**src/rtl/udm_uart_tx.sv**
```systemverilog
// UDM link UART transmitter: FIFO-buffered bytes serialised 8N1/8N2 at a runtime bit period.
// Define UDM_UART_TX_PARITY_EN to insert an even-parity bit after the data bits (8E1/8E2).
module udm_uart_tx #(
  parameter int FIFO_DEPTH = 4,
  parameter int STOP_BITS  = 1,
  localparam int AW = $clog2(FIFO_DEPTH),
  localparam int LW = AW + 1
) (
  input  logic          clk_i,
  input  logic          arst_n_i,
  input  logic [31:0]   div_i,
  input  logic          tx_req_i,
  input  logic [7:0]    tx_data_i,
  output logic          tx_ack_o,
  output logic          tx_o,
  output logic          busy_o,
  output logic [LW-1:0] level_o
);

  typedef enum logic [2:0] {
    S_IDLE,
    S_START,
    S_DATA,
`ifdef UDM_UART_TX_PARITY_EN
    S_PARITY,
`endif
    S_STOP
  } state_t;

  logic [7:0]    mem_q [FIFO_DEPTH];
  logic [AW-1:0] wr_ptr_q, wr_ptr_d, rd_ptr_q, rd_ptr_d;
  logic [LW-1:0] count_q, count_d;
  state_t        state_q, state_d;
  logic          tx_q, tx_d;
  logic [31:0]   timer_q, timer_d, period_q, period_d;
  logic [7:0]    shift_q, shift_d;
  logic [2:0]    bit_cnt_q, bit_cnt_d;
`ifdef UDM_UART_TX_PARITY_EN
  logic          par_q, par_d;
`endif

  logic        push, pop, bit_end, start_frame;
  logic [31:0] div_clamp;

  // A full FIFO refuses pushes even when a pop happens in the same cycle.
  assign tx_ack_o  = (count_q != LW'(FIFO_DEPTH));
  assign push      = tx_req_i && tx_ack_o;
  assign bit_end   = (timer_q == '0);
  assign div_clamp = (div_i < 32'd2) ? 32'd2 : div_i;

  always_comb begin
    state_d     = state_q;
    tx_d        = tx_q;
    timer_d     = timer_q;
    period_d    = period_q;
    shift_d     = shift_q;
    bit_cnt_d   = bit_cnt_q;
    start_frame = 1'b0;
    pop         = 1'b0;
`ifdef UDM_UART_TX_PARITY_EN
    par_d       = par_q;
`endif
    if (state_q != S_IDLE && !bit_end) timer_d = timer_q - 32'd1;

    case (state_q)
      S_IDLE: start_frame = (count_q != '0);
      S_START: if (bit_end) begin
        state_d   = S_DATA;
        tx_d      = shift_q[0];
        timer_d   = period_q - 32'd1;
        bit_cnt_d = '0;
      end
      S_DATA: if (bit_end) begin
        timer_d = period_q - 32'd1;
        if (bit_cnt_q == 3'd7) begin
`ifdef UDM_UART_TX_PARITY_EN
          state_d = S_PARITY;
          tx_d    = par_q;
`else
          state_d   = S_STOP;
          tx_d      = 1'b1;
          bit_cnt_d = '0;
`endif
        end else begin
          bit_cnt_d = bit_cnt_q + 3'd1;
          shift_d   = {1'b0, shift_q[7:1]};
          tx_d      = shift_q[1];
        end
      end
`ifdef UDM_UART_TX_PARITY_EN
      S_PARITY: if (bit_end) begin
        state_d   = S_STOP;
        tx_d      = 1'b1;
        timer_d   = period_q - 32'd1;
        bit_cnt_d = '0;
      end
`endif
      S_STOP: if (bit_end) begin
        if (bit_cnt_q == 3'(STOP_BITS - 1)) begin
          // Chain straight into the next start bit when more data is queued.
          if (count_q != '0) begin
            start_frame = 1'b1;
          end else begin
            state_d = S_IDLE;
            tx_d    = 1'b1;
          end
        end else begin
          bit_cnt_d = bit_cnt_q + 3'd1;
          timer_d   = period_q - 32'd1;
        end
      end
      default: begin
        state_d = S_IDLE;
        tx_d    = 1'b1;
      end
    endcase

    if (start_frame) begin
      pop      = 1'b1;
      state_d  = S_START;
      tx_d     = 1'b0;
      shift_d  = mem_q[rd_ptr_q];
      period_d = div_clamp;
      timer_d  = div_clamp - 32'd1;
`ifdef UDM_UART_TX_PARITY_EN
      par_d    = ^mem_q[rd_ptr_q];
`endif
    end
  end

  assign wr_ptr_d = wr_ptr_q + AW'(push);
  assign rd_ptr_d = rd_ptr_q + AW'(pop);
  assign count_d  = count_q + LW'(push) - LW'(pop);

  always_ff @(posedge clk_i) begin
    if (push) mem_q[wr_ptr_q] <= tx_data_i;
  end

  always_ff @(posedge clk_i or negedge arst_n_i) begin
    if (!arst_n_i) begin
      wr_ptr_q  <= '0;
      rd_ptr_q  <= '0;
      count_q   <= '0;
      state_q   <= S_IDLE;
      tx_q      <= 1'b1;
      timer_q   <= '0;
      period_q  <= 32'd2;
      shift_q   <= '0;
      bit_cnt_q <= '0;
`ifdef UDM_UART_TX_PARITY_EN
      par_q     <= 1'b0;
`endif
    end else begin
      wr_ptr_q  <= wr_ptr_d;
      rd_ptr_q  <= rd_ptr_d;
      count_q   <= count_d;
      state_q   <= state_d;
      tx_q      <= tx_d;
      timer_q   <= timer_d;
      period_q  <= period_d;
      shift_q   <= shift_d;
      bit_cnt_q <= bit_cnt_d;
`ifdef UDM_UART_TX_PARITY_EN
      par_q     <= par_d;
`endif
    end
  end

  assign tx_o    = tx_q;
  assign busy_o  = (state_q != S_IDLE) || (count_q != '0);
  assign level_o = count_q;

endmodule

```
**config.mk**
```make
export PLATFORM = sky130hd
export DESIGN_NAME = udm_uart_tx
export DESIGN_NICKNAME = d
export VERILOG_FILES = /design/src/rtl/udm_uart_tx.sv
export SDC_FILE = /design/constraint.sdc
export NUM_CORES = 1
export LEC_CHECK = 0
export ABC_AREA = 1
export CAP_MARGIN = 20
export CORE_MARGIN = 5
export CORE_UTILIZATION = 35
export CTS_CLUSTER_SIZE = 28
export DETAILED_ROUTE_END_ITERATION = 8
export PLACE_DENSITY = 0.58
export REMOVE_ABC_BUFFERS = 1
export SLEW_MARGIN = 10
export SYNTH_ARGS = -nofsm -noshare
export SYNTH_HDL_FRONTEND = slang
export SYNTH_SLANG_ARGS = --single-unit
```
**constraint.sdc**
```tcl
create_clock -name clk_i -period 3.7 [get_ports clk_i]
set_clock_uncertainty 0.1 [all_clocks]
set_input_delay 0.555 -clock clk_i [delete_from_list [all_inputs] [get_ports clk_i]]
set_output_delay 0.555 -clock clk_i [all_outputs]
set_load 0.05 [all_outputs]
```
==> flow_summary.yaml, run 1 <==
cells_and_area:
  final_common_cell: "nand2_1"
  fin_cells: 1491
  fin_nets: 1251
  drive_gt1_share_pct: 6.97
  syn_to_final_growth_pct: 17.6
  layout_common_cells: "nand2_1, nor2_1, inv_1"
  fill_cells: 2360
  diodes: 0
clocking:
  postCtsSetupBuffers: 0
  htree_levels: 4
  cts_tree: "built"
  clock-sinks: 117
  insertion_delay_ns: 0.42
  cts_resized: 0
  clock_path_buffers: 2
  cts_made_buffers: 17
  path_clk_slew_ns: 0.06
  ctsHoldBuffers: 0
  root_buffer: "clkbuf_16"
critical_path:
  critPathTopFamily: "simple AND/OR/NAND/NOR gates"
  end_kind: "register"
  crit_required_ns: 3.96
  critical_path_class: "primary input to register"
  crit_chain: "clkdlybuf4s50_1 -> inv_1 -> nand2_1 -> nor2_1 -> nand2_1 -> nor2_1 -> nand3_1 -> nand2_1 -> ha_1 -> inv_1 -> nor2_1 -> inv_1 -> nor2_1 -> nand2_1 -> nor2_1 -> nand3_1 -> a21oi_1 -> o21ai_0 -> nand2_1"
  crit_arrival_ns: 3.29
  ff2ff_setup_slack_ns: 0.78
  start_kind: "primary input"
  crit_slowest_cell: "clkdlybuf4s50_1"
  cpPeakStageDelay_ns: 0.48
  crit_fanout: 4
  reg2reg_from: "state_q[0]"
  path_buf_inv: 4
  startpoint: "div_i[20]"
timing:
  fin_tns_setup_ns: 0
  slew_violations: 0
  fmax_mhz: 329
  period_share_pct: 82.1
  final-hold-violation-count: 0
  slew_headroom_pct: 38.0
  rsz0062_at_grt: "no"
  tightest_slew_ns: 0.930
  setup_violations: 0
  fin_crit_ns: 3.04
route:
  routedWlPerCell_um: 15.2
  vias: 7424
  drc: 0
  drt_iter0_drc: 581
  wl_mm: 22.6
  drt-vias-per-instance: 4.98
  drt_pass1_iterations: 5
  drtAntennaViolNets: 0
yosys:
  synth-main-ff-cell: "dfrtp_1"
  yosys_warnings: 0
  synth_adder_area_share_pct: 2.46
  synth-edff-count: 32
  synthMuxAreaShare_pct: 0
  yosysSeqAreaShare_pct: 39.0
  synth_compound_area_share_pct: 10.3
  yosysUniqueCellTypes: 42
  ys_ff_latch: 117
  synthCells: 1141
  synth_xor_area_share_pct: 5.09
  synth_area_mm2: 0.00792
  synth-simple-area-share_pct: 35.0
  avgSynthCellArea_um2: 6.94
  synth_top_family_by_area: "simple AND/OR/NAND/NOR gates"
  synthArstFlopShare_pct: 72.6
power:
  power.density_mw_per_mm2: 528
  peakVddDrop_mv: 0.506
  p_leak_nw: 4.20
  total_power_mw: 4.92
status:
  status: "complete, no violations"
floorplan:
  die_h_um: 160
  num_rows: 55
  dieArea_mm2: 0.0257
  core-area_mm2: 0.0224
  ios: 49
  die_w_um: 160
  initial_core_util_pct: 35.3
grt:
  grt_max_degree: 102
  track_usage_pct: 17.7
  antenna_found_initial: 0
  grt_pass1_vias: 6834
  grt_first_pass_wirelength_mm: 36.3
  overflow: 0
placed_design:
  place_inst: 1459
  gp_congestion: 0.911
  dp_hpwl_mm: 17.3
  port_buffers: 48
hold_path:
  hold_class: "primary input to asynchronous set/reset pin"
job:
  cap_viol_max_count: 0
[worst paths after layout]
check                              end  depth (start not counted)
max in group asynchronous   timer_q[0]                          2
min                        period_q[2]                          1
min in group clk_i          shift_q[7]                          1
min reg2reg                 shift_q[7]                          1
max reg2reg                 level_o[1]                         13
max                        timer_q[28]                         19
[cells in the mapped netlist (2+ instances only)]
| cell | number | share of area [%] |
|---|---|---|
| nand2_2 | 8 | 0.63 |
| dfrtp_1 | 83 | 26 |
| or2_2 | 5 | 0.39 |
| nor2_4 | 2 | 0.28 |
| inv_2 | 5 | 0.24 |
| clkbuf_1 | 11 | 0.52 |
| o211ai_1 | 5 | 0.47 |
| buf_4 | 3 | 0.28 |
| nor4_1 | 5 | 0.39 |
| dfstp_2 | 2 | 0.66 |
| o21ai_1 | 12 | 0.76 |
| buf_2 | 12 | 0.76 |
| o21ai_0 | 76 | 4.8 |
| nand2_1 | 326 | 15 |
| a21oi_1 | 34 | 2.1 |
| nor2_8 | 3 | 0.76 |
| buf_6 | 3 | 0.43 |
| a21o_1 | 2 | 0.19 |
| nor2_2 | 6 | 0.47 |
| xor2_1 | 37 | 4.1 |
| o22ai_1 | 7 | 0.55 |
| inv_1 | 124 | 5.9 |
| ha_1 | 14 | 2.2 |
| a31oi_1 | 2 | 0.16 |
| nor2_1 | 186 | 8.8 |
| nand4_1 | 20 | 1.6 |
| o21bai_1 | 6 | 0.57 |
| edfxtp_1 | 32 | 12 |
| nor3_1 | 17 | 1.1 |
| xnor2_1 | 9 | 1.0 |
| nand3_1 | 73 | 4.6 |
[state kept, by name (all words and copies together) (netlist names)]
name and cells:
wr_ptr_q 2, rd_ptr_q 2, bit_cnt_q 3, timer_q 32
period_q 32, mem_q 32, level_o 3, state_q 2
tx_o 1, shift_q 8
[cell type report]
type	instances	area [µm²]	area share [%]
multi-input combinational	866	4190	45.0
inverter	129	484	5.20
clock buffer	17	425	4.57
timing repair buffer	62	608	6.53
sequential	117	3090	33.2
clock inverter	15	159	1.71
tap	285	357	3.83
[cell families (layout without fill, tap and decap cells)]
logic type	Yosys count	after routing
simple gates	655	655
buf+inv	158	223
compound gates	150	150
flops	117	117
xor+xnor	46	46
fa+ha+maj	15	15
[metal layers]
layer	global-route usage [%]	routed length (µm)
met5	0	0
met4	5.71	477
met3	2.98	1510
met2	26.3	9750
met1	26.1	10900
[report_power, final]
part / switching, mW / total, mW / internal, mW / leakage, nW
combinational: 0.848 / 1.36 / 0.513 / 2.63
sequential: 0.298 / 1.94 / 1.64 / 1.29
clock: 0.671 / 1.63 / 0.955 / 0.280
[per-stage QoR]
stage | setup WS, ns | utilization [%] | hold slack, ns | area, µm²
after floorplan | -1.15 | - | 0.159 | 7760
after global placement | 0.354 | 38.9 | 0.364 | 8730
after detailed placement | 0.258 | 38.9 | 0.367 | 8730
after CTS | 0.689 | 41.5 | 0.201 | 9320
after global routing | 0.345 | 41.5 | 0.243 | 9320
final | 0.664 | 41.5 | 0.154 | 9320
No activity file was read; power rests on OpenSTA's default activity.
==> inputs of run 2 (changes only) <==
Clock period 3.7 ns to 2.85 ns, I/O delays scaled along.
==> run 2 against run 1 <==
Power up 36%. Final cell count up 4.7%. Clock-buffer cell count unchanged. First-iteration DRC count up 4.0%. Clock power up 39%. Die area unchanged. Critical path depth down 14. Worst setup slack worse by 0.51 ns. Design area up 6.8%. Global-route usage up 0.74 points. Register-to-register slack worse by 0.63 ns.
==> flow_summary.yaml, run 2 (same netlist as run 1, synthesis figures left out) <==
timing:
  final-hold-violation-count: 0
  fin_crit_ns: 2.70
  layout_setup_ws_ns: 0.149
  slew_headroom_pct: 50.9
  tightest_slew_ns: 0.737
  rsz0062_at_grt: "no"
  setup_violations: 0
  slew_violations: 0
  fin_tns_setup_ns: 0
  holdWs_ns: 0.385
  fmax_mhz: 370
  period_share_pct: 94.8
grt:
  met1_usage_pct: 27.3
  track_usage_pct: 18.4
  overflow: 0
  grt_pass1_vias: 7300
  grt-busiest-layer: "met2"
  grt_first_pass_wirelength_mm: 38.1
  grt_use_met3_pct: 2.64
  met2_usage_pct: 27.9
  antenna_found_initial: 1
  grt_max_degree: 102
critical_path:
  crit_chain: "inv_1 -> ha_1 -> buf_4 -> nand2_1 -> clkdlybuf4s50_1"
  start_kind: "register"
  critical_path_class: "register to output port"
  crit_fanout: 9
  crit_required_ns: 2.32
  critPathTopFamily: "buffers and inverters"
  crit_arrival_ns: 2.17
  path_buf_inv: 3
  crit_slowest_cell: "clkdlybuf4s50_1"
  end_kind: "output port"
  cpPeakStageDelay_ns: 0.80
clocking:
  postCtsSetupBuffers: 0
  clock-sinks: 117
  htree_levels: 4
  path_clk_slew_ns: 0.06
  cts_tree: "built"
  root_buffer: "clkbuf_16"
  clock_path_buffers: 2
  insertion_delay_ns: 0.41
  cts_made_buffers: 17
cells_and_area:
  layout_common_cells: "nand2_1, nor2_1, inv_1"
  postLayoutCoreUtil_pct: 44.4
  diodes: 0
  fin_cells: 1561
  design_area_mm2: 0.00995
  fin_nets: 1321
  fill_cells: 2321
  reg_top3: "mem_q: 32 flops, period_q: 32 flops, timer_q: 32 flops"
  final_common_cell: "nand2_1"
  drive_gt1_share_pct: 12.9
  syn_to_final_growth_pct: 25.6
floorplan:
  die_h_um: 160
  num_rows: 55
  dieArea_mm2: 0.0257
  core-area_mm2: 0.0224
  initial_core_util_pct: 35.3
  ios: 49
  die_w_um: 160
hold_path:
  hold_class: "register to register"
power:
  total_power_mw: 6.67
  p_leak_nw: 4.56
  peakVddDrop_mv: 0.738
  power.density_mw_per_mm2: 671
placed_design:
  dp_slack_ns: -0.351
  port_buffers: 48
  gp_congestion: 0.894
  place_area_mm2: 0.00926
  dp_hpwl_mm: 18.2
  place_inst: 1528
job:
  cap_viol_max_count: 0
route:
  routedWlPerCell_um: 15.1
  drt_iter0_drc: 604
  drt_pass1_iterations: 5
  vias: 7645
  drtAntennaViolNets: 0
  drt-vias-per-instance: 4.90
  drc: 0
  wl_mm: 23.5
status:
  status: "complete, no violations"
==> run 2: changes by cell type in the layout (fill, tap and decap cells not counted), sizes merged <==
cell | previous run | this run
buf | 15 | 84
bufinv | 1 | 3
clkinv | 0 | 3
clkinvlp | 3 | 2
dlygate4sd3 | 0 | 1
inv | 140 | 136
==> run 2: worst paths after layout <==
kind	startpoint	end	slack [ns]	depth (start not counted)
worst max register to register	timer_q[24]	level_o[2]	0.15	13
min in group asynchronous	arst_n_i	period_q[15]	0.50	2
worst min register to register	shift_q[7]	shift_q[7]	0.39	1
worst max-delay path	state_q[0]	busy_o	0.15	5
max in group asynchronous	arst_n_i	timer_q[22]	1.51	3
worst min-delay path	shift_q[7]	shift_q[7]	0.39	1
==> run 2: worst register-to-register path, delay by kind of cell, from the launching register on <==
kind,cells,cell delay [ns]
AOI/OAI and AO/OA,1,0.19
buffers and inverters,3,0.23
xor gates and xnor gates,1,0.14
and+or+nand+nor,5,0.72
adders and majority gates,3,0.74
DFF,1,0.47
==> run 2: repair_timing <==
action	CTS	global route
resized for setup	0	15
hold buffers	1	0
hold endpoints to repair	2	0
setup endpoints to repair	0	9
==> run 2: cell type report <==
| type | instances | area, µm² | share of cell area, % |
|---|---|---|---|
| clock buffers | 17 | 425 | 4.28 |
| clock inverters | 15 | 194 | 1.95 |
| inverters | 129 | 484 | 4.87 |
| multi-input cells | 866 | 4250 | 42.7 |
| flip-flops and latches | 117 | 3090 | 31.1 |
| well taps | 285 | 357 | 3.58 |
| repair buffers | 132 | 1150 | 11.5 |
==> run 2: power by group <==
part           internal, mW  total [mW]  switching (mW)
clock network          1.40        2.26           0.860
logic                 0.730        1.86            1.13
registers              2.13        2.55           0.423
total                  4.26        6.67            2.42
==> run 2: layer usage <==
metal / up-vias / routed length [µm] / share of wire [%]
met5: - / 8 / 0.034
met2: 220 / 10200 / 43
met3: 25 / 1480 / 6.3
li1: 3912 / - / -
met1: 3486 / 11500 / 49
met4: 2 / 356 / 1.5
